--- config.mk ---
export PLATFORM = sky130hd
export DESIGN_NAME = coax_tx
export DESIGN_NICKNAME = d
export VERILOG_FILES = /design/src/rtl/coax_pkg.sv /design/src/rtl/coax_tx_bit_timer.sv /design/src/rtl/coax_tx.sv
export SDC_FILE = /design/constraint.sdc
export NUM_CORES = 1
export LEC_CHECK = 0
export ABC_AREA = 1
export CORE_ASPECT_RATIO = 0.75
export CORE_MARGIN = 10
export CORE_UTILIZATION = 53
export DETAILED_ROUTE_END_ITERATION = 6
export PLACE_DENSITY = 0.8
export SYNTH_ARGS = -nofsm -noshare
export SYNTH_HDL_FRONTEND = slang
export SYNTH_SLANG_ARGS = --single-unit
--- constraint.sdc ---
create_clock -name clk -period 1.6 [get_ports clk]
set_input_delay 0.24 -clock clk [delete_from_list [all_inputs] [get_ports clk]]
set_output_delay 0.24 -clock clk [all_outputs]
set_load 0.02 [all_outputs]
--- src/rtl/coax_pkg.sv ---
`default_nettype none
// ============================================================================
// Package  : coax_pkg
// Desc     : Protocol constants for the 3270 coax interface, shared by the
//            transmit and receive paths, plus a word parity helper.
// Revision : 1.0 - initial release
// ============================================================================
package coax_pkg;

    localparam int COAX_QUIESCE_BITS  = 5;
    localparam int COAX_WORD_BITS     = 10;
    localparam int COAX_CV_HALF_CELLS = 3;

    typedef logic [COAX_WORD_BITS-1:0] coax_word_t;

    // Parity cell value: XOR of all data bits, so data plus parity is even.
    function automatic logic coax_parity(input coax_word_t word);
        return ^word;
    endfunction

endpackage
`default_nettype wire

--- src/rtl/coax_tx_bit_timer.sv ---
`default_nettype none
// ============================================================================
// Module   : coax_tx_bit_timer
// Desc     : Counts clocks inside a bit cell. half_tick strobes on the last
//            clock of each half cell, bit_tick on the last clock of the cell.
//            restart holds the count at zero so a frame starts cell-aligned.
// Revision : 1.0 - initial release
// ============================================================================
module coax_tx_bit_timer #(
    parameter int CLOCKS_PER_BIT = 16
) (
    input  logic clk,
    input  logic reset,
    input  logic restart,
    output logic half_tick,
    output logic bit_tick,
    output logic second_half
);

    localparam int c_count_w = $clog2(CLOCKS_PER_BIT);
    localparam logic [c_count_w-1:0] c_last_count = c_count_w'(CLOCKS_PER_BIT - 1);
    localparam logic [c_count_w-1:0] c_half_last  = c_count_w'(CLOCKS_PER_BIT / 2 - 1);
    localparam logic [c_count_w-1:0] c_half_first = c_count_w'(CLOCKS_PER_BIT / 2);

    logic [c_count_w-1:0] r_count;

    // Free-running cell counter, wraps at the end of each cell.
    always_ff @(posedge clk or posedge reset) begin
        if (reset) begin
            r_count <= '0;
        end else if (restart || (r_count == c_last_count)) begin
            r_count <= '0;
        end else begin
            r_count <= r_count + 1'b1;
        end
    end

    assign bit_tick    = (r_count == c_last_count);
    assign half_tick   = (r_count == c_half_last) || bit_tick;
    assign second_half = (r_count >= c_half_first);

endmodule
`default_nettype wire

--- src/rtl/coax_tx.sv ---
`default_nettype none
// ============================================================================
// Module   : coax_tx
// Desc     : 3270 coax transmitter. Accepts 10-bit words on valid/ready and
//            sends a Manchester frame: quiesce, code violation, then one
//            sync/data/parity group per word, then the end sequence.
//            A one-word holding register lets back-to-back words chain.
// Config   : COAX_TX_PREEMPHASIS_EN - builds the tx_delay pre-emphasis tap
//            (tx delayed by CLOCKS_PER_BIT/4); otherwise tx_delay is 0.
// Revision : 1.0 - initial release
// ============================================================================
module coax_tx
    import coax_pkg::*;
#(
    parameter int CLOCKS_PER_BIT = 16
) (
    input  logic                      clk,
    input  logic                      reset,
    input  logic [COAX_WORD_BITS-1:0] data,
    input  logic                      valid,
    output logic                      ready,
    output logic                      tx,
    output logic                      tx_delay,
    output logic                      active
);

    if ((CLOCKS_PER_BIT < 4) || (CLOCKS_PER_BIT % 4 != 0)) begin : g_bad_clocks_per_bit
        $error("coax_tx: CLOCKS_PER_BIT must be a non-zero multiple of 4");
    end

    typedef enum logic [2:0] {
        S_IDLE    = 3'd0,
        S_QUIESCE = 3'd1,
        S_CV      = 3'd2,
        S_SYNC    = 3'd3,
        S_DATA    = 3'd4,
        S_PARITY  = 3'd5,
        S_END     = 3'd6
    } state_t;

    // r_cell counts whole cells in QUIESCE/DATA and half cells in CV/END.
    localparam int c_cell_w = $clog2(COAX_WORD_BITS);
    localparam logic [c_cell_w-1:0] c_quiesce_last = c_cell_w'(COAX_QUIESCE_BITS - 1);
    localparam logic [c_cell_w-1:0] c_cv_high      = c_cell_w'(COAX_CV_HALF_CELLS);
    localparam logic [c_cell_w-1:0] c_cv_last      = c_cell_w'(2 * COAX_CV_HALF_CELLS - 1);
    localparam logic [c_cell_w-1:0] c_word_last    = c_cell_w'(COAX_WORD_BITS - 1);
    localparam logic [c_cell_w-1:0] c_end_last     = c_cell_w'(2);

    state_t                   r_state;
    state_t                   w_next_state;
    coax_word_t               r_hold;
    logic                     r_hold_full;
    coax_word_t               r_shift;
    logic                     r_parity;
    logic [c_cell_w-1:0]      r_cell;

    logic                     w_accept;
    logic                     w_word_avail;
    coax_word_t               w_load_word;
    logic                     w_load;
    logic                     w_cell_clr;
    logic                     w_cell_inc;
    logic                     w_tx;
    logic                     w_active;
    logic                     w_restart;
    logic                     w_half_tick;
    logic                     w_bit_tick;
    logic                     w_second_half;

    assign w_accept     = valid && !r_hold_full;
    // A word arriving on the deciding edge counts as available, so a word
    // accepted in the last PARITY clock still chains without a gap.
    assign w_word_avail = r_hold_full || w_accept;
    assign w_load_word  = r_hold_full ? r_hold : data;
    assign w_active     = (r_state != S_IDLE);
    assign w_restart    = (r_state == S_IDLE);

    coax_tx_bit_timer #(
        .CLOCKS_PER_BIT (CLOCKS_PER_BIT)
    ) u_bit_timer (
        .clk         (clk),
        .reset       (reset),
        .restart     (w_restart),
        .half_tick   (w_half_tick),
        .bit_tick    (w_bit_tick),
        .second_half (w_second_half)
    );

    // State register.
    always_ff @(posedge clk or posedge reset) begin
        if (reset) begin
            r_state <= S_IDLE;
        end else begin
            r_state <= w_next_state;
        end
    end

    // Next state, line level and datapath controls.
    always_comb begin
        w_next_state = r_state;
        w_tx         = 1'b0;
        w_load       = 1'b0;
        w_cell_clr   = 1'b0;
        w_cell_inc   = 1'b0;
        case (r_state)
            S_IDLE: begin
                w_cell_clr = 1'b1;
                if (w_word_avail) begin
                    w_next_state = S_QUIESCE;
                end
            end
            S_QUIESCE: begin
                w_tx = ~w_second_half;
                if (w_bit_tick) begin
                    if (r_cell == c_quiesce_last) begin
                        w_next_state = S_CV;
                        w_cell_clr   = 1'b1;
                    end else begin
                        w_cell_inc = 1'b1;
                    end
                end
            end
            S_CV: begin
                w_tx = (r_cell < c_cv_high);
                if (w_half_tick) begin
                    if (r_cell == c_cv_last) begin
                        w_next_state = S_SYNC;
                        w_load       = 1'b1;
                        w_cell_clr   = 1'b1;
                    end else begin
                        w_cell_inc = 1'b1;
                    end
                end
            end
            S_SYNC: begin
                w_tx = ~w_second_half;
                if (w_bit_tick) begin
                    w_next_state = S_DATA;
                end
            end
            S_DATA: begin
                w_tx = r_shift[COAX_WORD_BITS-1] ^ w_second_half;
                if (w_bit_tick) begin
                    if (r_cell == c_word_last) begin
                        w_next_state = S_PARITY;
                        w_cell_clr   = 1'b1;
                    end else begin
                        w_cell_inc = 1'b1;
                    end
                end
            end
            S_PARITY: begin
                w_tx = r_parity ^ w_second_half;
                if (w_bit_tick) begin
                    if (w_word_avail) begin
                        w_next_state = S_SYNC;
                        w_load       = 1'b1;
                    end else begin
                        w_next_state = S_END;
                    end
                end
            end
            S_END: begin
                // Low half, high half, then one extra high half cell.
                w_tx = (r_cell != '0);
                if (w_half_tick) begin
                    if (r_cell == c_end_last) begin
                        w_next_state = S_IDLE;
                        w_cell_clr   = 1'b1;
                    end else begin
                        w_cell_inc = 1'b1;
                    end
                end
            end
            default: begin
                w_next_state = S_IDLE;
            end
        endcase
    end

    // Cell counter, holding register and output shift register.
    always_ff @(posedge clk or posedge reset) begin
        if (reset) begin
            r_cell      <= '0;
            r_hold      <= '0;
            r_hold_full <= 1'b0;
            r_shift     <= '0;
            r_parity    <= 1'b0;
        end else begin
            if (w_cell_clr) begin
                r_cell <= '0;
            end else if (w_cell_inc) begin
                r_cell <= r_cell + 1'b1;
            end

            if (w_load) begin
                r_shift  <= w_load_word;
                r_parity <= coax_parity(w_load_word);
            end else if ((r_state == S_DATA) && w_bit_tick) begin
                r_shift <= r_shift << 1;
            end

            // A load with the register empty takes the input word directly,
            // so the holding register only fills on a non-loading accept.
            if (w_accept && !w_load) begin
                r_hold      <= data;
                r_hold_full <= 1'b1;
            end else if (w_load) begin
                r_hold_full <= 1'b0;
            end
        end
    end

    assign ready  = ~r_hold_full;
    assign tx     = w_tx;
    assign active = w_active;

`ifdef COAX_TX_PREEMPHASIS_EN
    localparam int c_delay = CLOCKS_PER_BIT / 4;

    logic w_delay_tap;

    if (c_delay == 1) begin : g_delay_one
        logic r_delay;
        // Single-stage delay line, emptied whenever no frame is on the line.
        always_ff @(posedge clk or posedge reset) begin
            if (reset) begin
                r_delay <= 1'b0;
            end else if (!w_active) begin
                r_delay <= 1'b0;
            end else begin
                r_delay <= w_tx;
            end
        end
        assign w_delay_tap = r_delay;
    end else begin : g_delay_multi
        logic [c_delay-1:0] r_delay;
        // Delay line for tx, emptied whenever no frame is on the line.
        always_ff @(posedge clk or posedge reset) begin
            if (reset) begin
                r_delay <= '0;
            end else if (!w_active) begin
                r_delay <= '0;
            end else begin
                r_delay <= {r_delay[c_delay-2:0], w_tx};
            end
        end
        assign w_delay_tap = r_delay[c_delay-1];
    end

    assign tx_delay = w_delay_tap & w_active;
`else
    assign tx_delay = 1'b0;
`endif

endmodule
`default_nettype wire

# Word-level counts from Yosys, hierarchy flattened
# Cells that the tools add are included.
word_totals:
  in_bits: 13
  elab_cells: 98
  reg_bits: 33
  out_inout_bits: 4
classes:
  order_cmp: 2
  add_sub_neg: 2
  reduce_logical: 17
  eq_ne: 23
  bitwise_logic: 4
  muxes: 43
ops:
  columns: ["op", "count"]
  rows:
  - ["2-to-1 mux 3 bit", 12]
  - ["2-to-1 mux 10 bit", 3]
  - ["case mux 3 bit (7 select lines)", 1]
  - ["2-to-1 mux 1 bit", 20]
  - ["equality test 4 x 3 -> 1 bit, second input constant", 3]
  - ["2-to-1 mux 4 bit", 3]
  - ["inequality test 2 x 1 -> 1 bit, second input constant", 6]
  - ["AND reduction 11 bit", 1]
  - ["inequality test 2 bit, second input constant", 5]
  - ["case mux 1 bit (5 select lines)", 2]
  - ["parity 10 bit", 1]
  - ["equality test 3 bit, second input constant", 3]
  - ["adder 4 x 1 -> 4 bit, second input constant", 2]
  - ["equality test 4 bit, second input constant", 2]
  - ["equality test 3 x 2 -> 1 bit, second input constant", 2]
  - ["nonzero test 2 bit", 3]
  - ["equality test 4 x 2 -> 1 bit, second input constant", 1]
  - [">= comparator 4 bit, second input constant", 1]
  - ["less-than comparator 4 x 2 -> 1 bit, second input constant", 1]
  - ["case mux 1 bit (4 select lines)", 1]
  - ["nonzero test 4 bit", 1]
  - ["equality test 3 x 1 -> 1 bit, second input constant", 1]
  - ["logical AND 1 bit", 3]
  - ["zero test 3 bit", 1]
  - ["7 further kinds", 12]

# Longest topological paths before layout
# Gate-level depths: netlist of run 1.
logic_depth:
  ltp_word: 9
  ltp_mapped: 13
  mapped_depth_nobuf: 12

# Cells and area by module
# From an unflattened synthesis of run 1, not the netlist that was laid out.
unflattened:
  hier_cells: 311
  hier_area_um2: 2279.7
by_module_without_submodules:
  columns: ["mod", "cells_each", "n_inst", "seq_area_each_um2", "area_each_um2"]
  rows:
  - ["coax_tx", 286, 1, 725.7, 2068.2]
  - ["coax_tx_bit_timer", 25, 1, 100.1, 211.5]

# Worst setup path before layout of run 1
# OpenSTA, ideal clock, no wires.
synth_path:
  path_kind: "reg-to-reg"
  startpoint: "register r_cell[1]"
  endpoint: "register r_hold[8]"
  path_buffers: 1
  path_stages_with_launch: 11
  setup_slack_ns: 0.054
  required_time_ns: 1.476
  arrival_time_ns: 1.422
  setup_ns: 0.124
  synth_period_minus_slack_ns: 1.546
  path_cell_list: "dfrtp_1 > inv_1 > ha_1 > nand3_1 > nor2_1 > nand2_1 > nand2_2 > inv_2 > nand3_2 > buf_2 > a21oi_1"
synth_via:
  elab_chain_len: 6
synth_lines:
  columns: ["item", "line", "source"]
  rows:
  - ["start: declaration", "coax_tx.sv:55", "logic [c_cell_w-1:0] r_cell;"]
  - ["start signal: assignment", "coax_tx.sv:193", "r_cell <= r_cell + 1'b1;"]
  - ["equality test 4 x 3 -> 1 bit", "coax_tx.sv:126", "if (r_cell == c_cv_last) begin"]
  - ["2-to-1 mux 1 bit", "coax_tx.sv:126", null]
  - ["2-to-1 mux 1 bit", "coax_tx.sv:125", "if (w_half_tick) begin"]
  - ["case mux 1 bit (2 select lines)", "coax_tx.sv:105", "case (r_state)"]
  - ["zero test 1 bit", "coax_tx.sv:205", "if (w_accept && !w_load) begin"]
  - ["logical AND 1 bit", "coax_tx.sv:205", null]
  - ["end signal: assignment", "coax_tx.sv:206", "r_hold <= data;"]
  - ["end: declaration", "coax_tx.sv:51", "coax_word_t r_hold;"]
# Every way passes these cells.
# A chain may end at the register's enable or synchronous reset.

# Worst setup path after layout of run 1
layout_path:
  startpoint: "register r_cell[0]"
  endpoint: "register r_cell[3]"
layout_via:
  elab_chain_len: 5
  word_cells_on_any_way: 26
  classes_between: "add/sub: 1; eq/ne: 4; mux: 20; reduce/logical: 1"
layout_lines:
  columns: ["item", "line", "source"]
  rows:
  - ["equality test 4 x 2 -> 1 bit, or another cell as far along", "coax_tx.sv:167", "if (r_cell == c_end_last) begin"]
  - ["2-to-1 mux 1 bit, on equally long branches (2 in series)", null, null]
  - ["case mux 1 bit (5 select lines) / case mux 1 bit (4 select lines) (equally long branches)", "coax_tx.sv:105", null]
  - ["2-to-1 mux 4 bit / nonzero test 2 bit (equally long branches)", null, null]
# Parallel ways exist; a longest one is shown, timed or not. The select of a mux whose other input is x is not followed.

==> results of run 1 <==
-- cells by family (layout without fill, tap and decap cells) --
family,count (synthesis),in the layout
AOI/OAI and AO/OA,40,40
DFF,33,33
xor gates and xnor gates,3,3
buffers and inverters,62,138
adders and majority gates,6,6
other,1,1
and+or+nand+nor,194,194
-- how the worst max path moves through the flow --
stage	cells after the start	from	slack [ns]	end
after floorplan	10	r_cell[1]	0.05	r_hold[8]
after global placement	9	r_state[1]	-0.29	tx
after detailed placement	9	r_state[1]	-0.38	tx
after CTS	9	r_state[1]	-0.14	tx
after global routing	10	r_cell[0]	-0.34	r_cell[1]
final	9	r_cell[0]	-0.28	r_cell[3]
-- routing by layer --
metal / up-vias / GRT usage, % / share of wire, %
li1: 1200 / - / -
met1: 1135 / 22.1 / 44
met2: 146 / 25.8 / 44
met3: 32 / 3.44 / 9.1
met4: 0 / 2.81 / 3.5
met5: - / 0 / 0
-- power by group --
group	switching, mW	internal (mW)	total [mW]	leakage [nW]
sequential	0.0546	0.903	0.958	0.407
combinational	0.237	0.198	0.435	1.26
clock	0.299	0.301	0.600	0.0450
-- sequential cells by signal, summed over array words and instances (netlist names) --
register	count
u_bit_timer.r_count	4
r_parity	1
r_hold	10
r_state	3
r_cell	4
r_hold_full	1
r_shift	10
-- tightest hold or removal path, stage by stage --
cell,delay [ns]
clkdlybuf4s50_1,0.40
inv_1,0.05
buf_4,0.37
-- layout by cell type (no fill, tap or decap), types with 6 or more instances in the layout --
master	n
nand3_1	18
nor2_1	14
nand2_1	124
buf_6	11
nand2_2	17
buf_4	49
inv_1	45
o21ai_0	8
dfrtp_1	32
inv_2	6
o21ai_1	8
clkdlybuf4s50_1	12
o211ai_1	7
nand3_2	6
-- through the flow --
step | cell area, sq um | std cells | hold slack, ns | setup slack [ns]
final | 3150 | 470 | 0.351 | -0.279
after global routing | 3150 | 470 | 0.409 | -0.339
after global placement | 2770 | 451 | 0.457 | -0.289
after floorplan | 2210 | 339 | 0.369 | 0.0545
after detailed placement | 2770 | 451 | 0.486 | -0.375
after CTS | 2980 | 466 | 0.375 | -0.142
-- final cells by class --
type	count	area, sq um
multi-input combinational	244	1290
fill	242	875
sequential	33	827
timing repair buffer	76	673
inverter	54	210
clock buffer	6	72.6
tap	55	68.8
clock inverter	2	10.0
-- timing repair --
item | CTS | global route
buffers inserted | 5 | 4
pin swaps | 6 | 10
setup endpoints to repair | 30 | 31
gates cloned | 2 | 2
resized for setup | 25 | 55
==> impl_metrics.yaml, run 1 <==
status:
  status: "complete, but fails checks"
  violations: "negative setup slack"
floorplanning:
  initial_core_util_pct: 54.8
  dieArea_sq_um: 7170
  fp.dieH_um: 75.9
  dieWidth_um: 94.5
  core-area_sq_um: 4030
  core.rowCount: 20
  io_pins: 17
logic_synthesis:
  synthAdderAreaFrac_pct: 3.40
  synthArstFlopShare_pct: 100
  yosysMostFrequentCell: "nand2_1"
  synth-edff-count: 0
  avgSynthCellArea_sq_um: 6.51
  ys_ff_latch: 33
  synth_area_leaders: "dfrtp_1, nand2_1, inv_1"
  syn_area_sq_um: 2210
  synth_top_area_share_pct: 37.4
  synth_top_family_by_area: "simple AND/OR/NAND/NOR gates"
  syn_nets: 358
  synth_seq_area_share_pct: 37.4
  synth_flop_cell: "dfrtp_1"
  synthXorXnorAreaFrac_pct: 1.19
  synth_compound_area_share_pct: 10.4
  synthCells: 339
  synth_common_cells: "nand2_1, inv_1, dfrtp_1, nand3_1, nor2_1"
  synthMuxAreaShare_pct: 0
  ys_warn_count: 0
  ys_types: 24
  synth-simple-area-share_pct: 35.7
  synth_area_leader_cell: "dfrtp_1"
min_path:
  holdCritPathClass: "in2async"
critical_path:
  r2r_end: "r_cell[3]"
  path_class: "reg2reg"
  crit_arrival_ns: 2.10
  worst_path_max_delay_cell: "dfrtp_1"
  crit_path_end_kind: "register"
  start_kind: "register"
  path_cells: "inv_1, ha_1, inv_1, nor3_1, o21ai_0, o21ai_0, nor2_2, nand3_1, nand2_1"
  path_delay_family: "simple AND/OR/NAND/NOR gates"
  required_ns: 1.82
  r2r_setup_slack_ns: -0.28
  rr_startpoint: "r_cell[0]"
  slowest_delay_ns: 0.38
  path_max_fanout: 5
  cp.buffers_inverters: 2
  rr_worst_depth: 9
timing:
  drv_slew: 0
  finalCritPeriodShare_pct: 117
  tns_ns: -1.79
  final.setup_skew_ns: 0.00860
  clock.fmax_ghz: 0.532
  rsz0062_at_grt: "true"
  fin_ws_ns: -0.279
  finalSetupViolCount: 18
  period_needed_ns: 1.88
  hold_viol_final: 0
global_routing:
  gr-total-overflow: 0
  grt_use_total_pct: 16.1
  grt_pass1_wl_um: 9340
  grt_pass1_vias: 2147
  grt_antenna_before_repair: 0
  grt_start_max_net_pins: 34
clocking:
  ctsHtreeMaxLevel: 2
  clockBufferDepth: 2
  hold_buffers: 0
  clk_latency_ns: 0.29
  clk_pin_slew_worst_paths_ns: 0.07
  clock-sinks: 33
  cts_tree: "built"
  root_buffer: "clkbuf_8"
  cts_inserted_buffers: 5
final_layout:
  antennaDiodeCount: 0
  finalNetCount: 433
  drive_gt1_share_pct: 29.6
  layout-area-overhead-vs-synth_pct: 43.0
  final_util_pct: 78.3
run:
  cap_violations: 0
drt:
  vias: 2513
  drc: 0
  avgViaCountPerCell: 5.35
  postRouteAntennaNets: 0
  wl_um: 6560
  drt_iter0_markers: 294
  drt_first_pass_iters: 7
  post_drt_wl_per_cell_um: 13.9
power_and_ir_drop:
  power_mw: 1.99
  powerDensity_nw_per_um2: 632
  leakagePower_nw: 1.71
  ir_worst_vdd_v: 0.000720
placed_design:
  portBuffers: 15
  gp_congestion: 0.907
  dp_hpwl_um: 4010
Note: power is estimated with default switching activity, not from simulation.
==> run 2, diff against run 1 <==
REMOVE_ABC_BUFFERS = 1   (was not set)
==> run 2 against run 1 <==
Compared with the run above:
- the flow still finishes with violations (negative setup slack)
- design area shrank 0.16%
- worst hold slack worse by 0.013 ns
- clock skew decreased by 0.0042 ns
- worst setup slack better by 0.15 ns
- maximum frequency up 8.7%
- global-route usage increased by 1.9 points
- sequential share of layout area is essentially flat
- flip-flop and latch count is the same
- via count decreased by 2.6%
==> impl_metrics.yaml, run 2 (same netlist as run 1, synthesis figures left out) <==
status:
  status: "complete, but fails checks"
  violations: "negative setup slack"
placed_design:
  gp_congestion: 0.847
  dp_hpwl_um: 3960
  portBuffers: 15
  post-place-cells: 439
  pre_cts_ws_ns: -0.343
drt:
  drt_first_pass_iters: 6
  wl_um: 6440
  post_drt_wl_per_cell_um: 13.9
  drt_iter0_markers: 201
  avgViaCountPerCell: 5.29
  drc: 0
  vias: 2447
  postRouteAntennaNets: 0
global_routing:
  top_usage_layer: "met2"
  grt_pass1_wl_um: 10400
  use_met2_pct: 30.5
  gr-total-overflow: 0
  grt_antenna_before_repair: 0
  met1_usage_pct: 22.0
  grt_use_met3_pct: 3.84
  grt_use_total_pct: 18.1
  grt_start_max_net_pins: 34
  grt_pass1_vias: 2331
critical_path:
  r2r_setup_slack_ns: -0.12
  critPathCapture: "tx"
  path_max_fanout: 4
  crit_path_end_kind: "output pin"
  start_kind: "register"
  r2r_end: "r_hold[5]"
  crit_start: "r_cell[0]"
  rr_startpoint: "r_cell[1]"
  crit_arrival_ns: 1.49
  required_ns: 1.36
  rr_worst_depth: 11
  path_class: "reg2out"
run:
  cap_violations: 0
floorplanning:
  io_pins: 17
  dieWidth_um: 94.5
  initial_core_util_pct: 54.8
  dieArea_sq_um: 7170
  fp.dieH_um: 75.9
  core-area_sq_um: 4030
  core.rowCount: 20
final_layout:
  final_util_pct: 78.2
  fin_cells: 463
  layout-area-overhead-vs-synth_pct: 42.8
  drive_gt1_share_pct: 27.7
  top_regs: "r_hold: 10 flops, r_shift: 10 flops"
  finalNetCount: 426
  final_cell_mix: "nand2_1, buf_4, inv_1"
  final_common_cell: "nand2_1"
  antennaDiodeCount: 0
  nFillCells: 257
timing:
  rsz0062_at_grt: "true"
  finalSetupViolCount: 29
  final.setup_skew_ns: 0.00437
  fin_ws_ns: -0.128
  hold_viol_final: 0
  clock.fmax_ghz: 0.579
  tns_ns: -2.36
  period_needed_ns: 1.73
  drv_slew: 0
  finalCritPeriodShare_pct: 108
power_and_ir_drop:
  ir_worst_vdd_v: 0.000530
  power_mw: 2.09
  powerDensity_nw_per_um2: 662
  leakagePower_nw: 1.70
clocking:
  clockBufferDepth: 2
  clock-sinks: 33
  root_buffer: "clkbuf_8"
  cts_tree: "built"
  hold_buffers: 0
  clk_latency_ns: 0.29
  ctsHtreeMaxLevel: 2
  cts_inserted_buffers: 5
  clk_pin_slew_worst_paths_ns: 0.07
min_path:
  holdCritPathClass: "in2async"
run 2: cell types whose count changed in the layout (fill, tap and decap cells not counted), sizes merged:
cell	previous run	this run
buf	62	55
clkbuf	7	8
inv	54	53
run 2: cell type report:
cell class / count / area (sq um) / area share, %
sequential: 33 / 827 / 26.3
timing repair buffer: 69 / 664 / 21.1
tap: 55 / 68.8 / 2.19
inverter: 54 / 210 / 6.67
clock buffer: 7 / 96.3 / 3.06
clock inverter: 1 / 5.00 / 0.159
multi-input combinational: 244 / 1280 / 40.6
run 2: layer usage:
| layer | share of wire, % | vias to the layer above |
|---|---|---|
| met5 | 0 | - |
| met2 | 46 | 122 |
| met4 | 3.2 | 0 |
| met3 | 7.0 | 28 |
| met1 | 44 | 1107 |
| li1 | - | 1190 |
run 2: critical path: stages, from the launching register on:
cell     delay (ns)
dfrtp_2        0.45
ha_1           0.25
nor3_1         0.22
a21oi_1        0.08
nand3_2        0.08
buf_6          0.11
run 2: power breakdown:
| part | total (mW) | leakage, nW | switching [mW] | internal [mW] |
|---|---|---|---|---|
| clock | 0.718 | 0.0542 | 0.329 | 0.389 |
| sequential | 0.951 | 0.407 | 0.0488 | 0.903 |
| combinational | 0.416 | 1.24 | 0.237 | 0.179 |
| total | 2.09 | 1.70 | 0.615 | 1.47 |
run 2: timing repair:
action,in CTS,in global routing
resized for setup,29,43
buffers inserted,8,6
pin swaps,3,10
cloned,2,0
setup endpoints to repair,31,30
run 2: worst min path at each step:
stage	startpoint	slack, ns	endpoint
after global routing	reset	0.37	r_parity
after CTS	reset	0.35	r_hold[3]
after global placement	r_shift[1]	0.46	r_shift[1]
after floorplan	reset	0.37	r_cell[0]
final	reset	0.34	r_parity
after detailed placement	r_shift[0]	0.49	r_shift[0]
run 2: through the flow:
step	hold WS [ns]	area, sq um
after floorplan	0.369	2150
after global placement	0.457	2710
after detailed placement	0.488	2710
after CTS	0.354	3000
after global routing	0.374	3150
final	0.339	3150
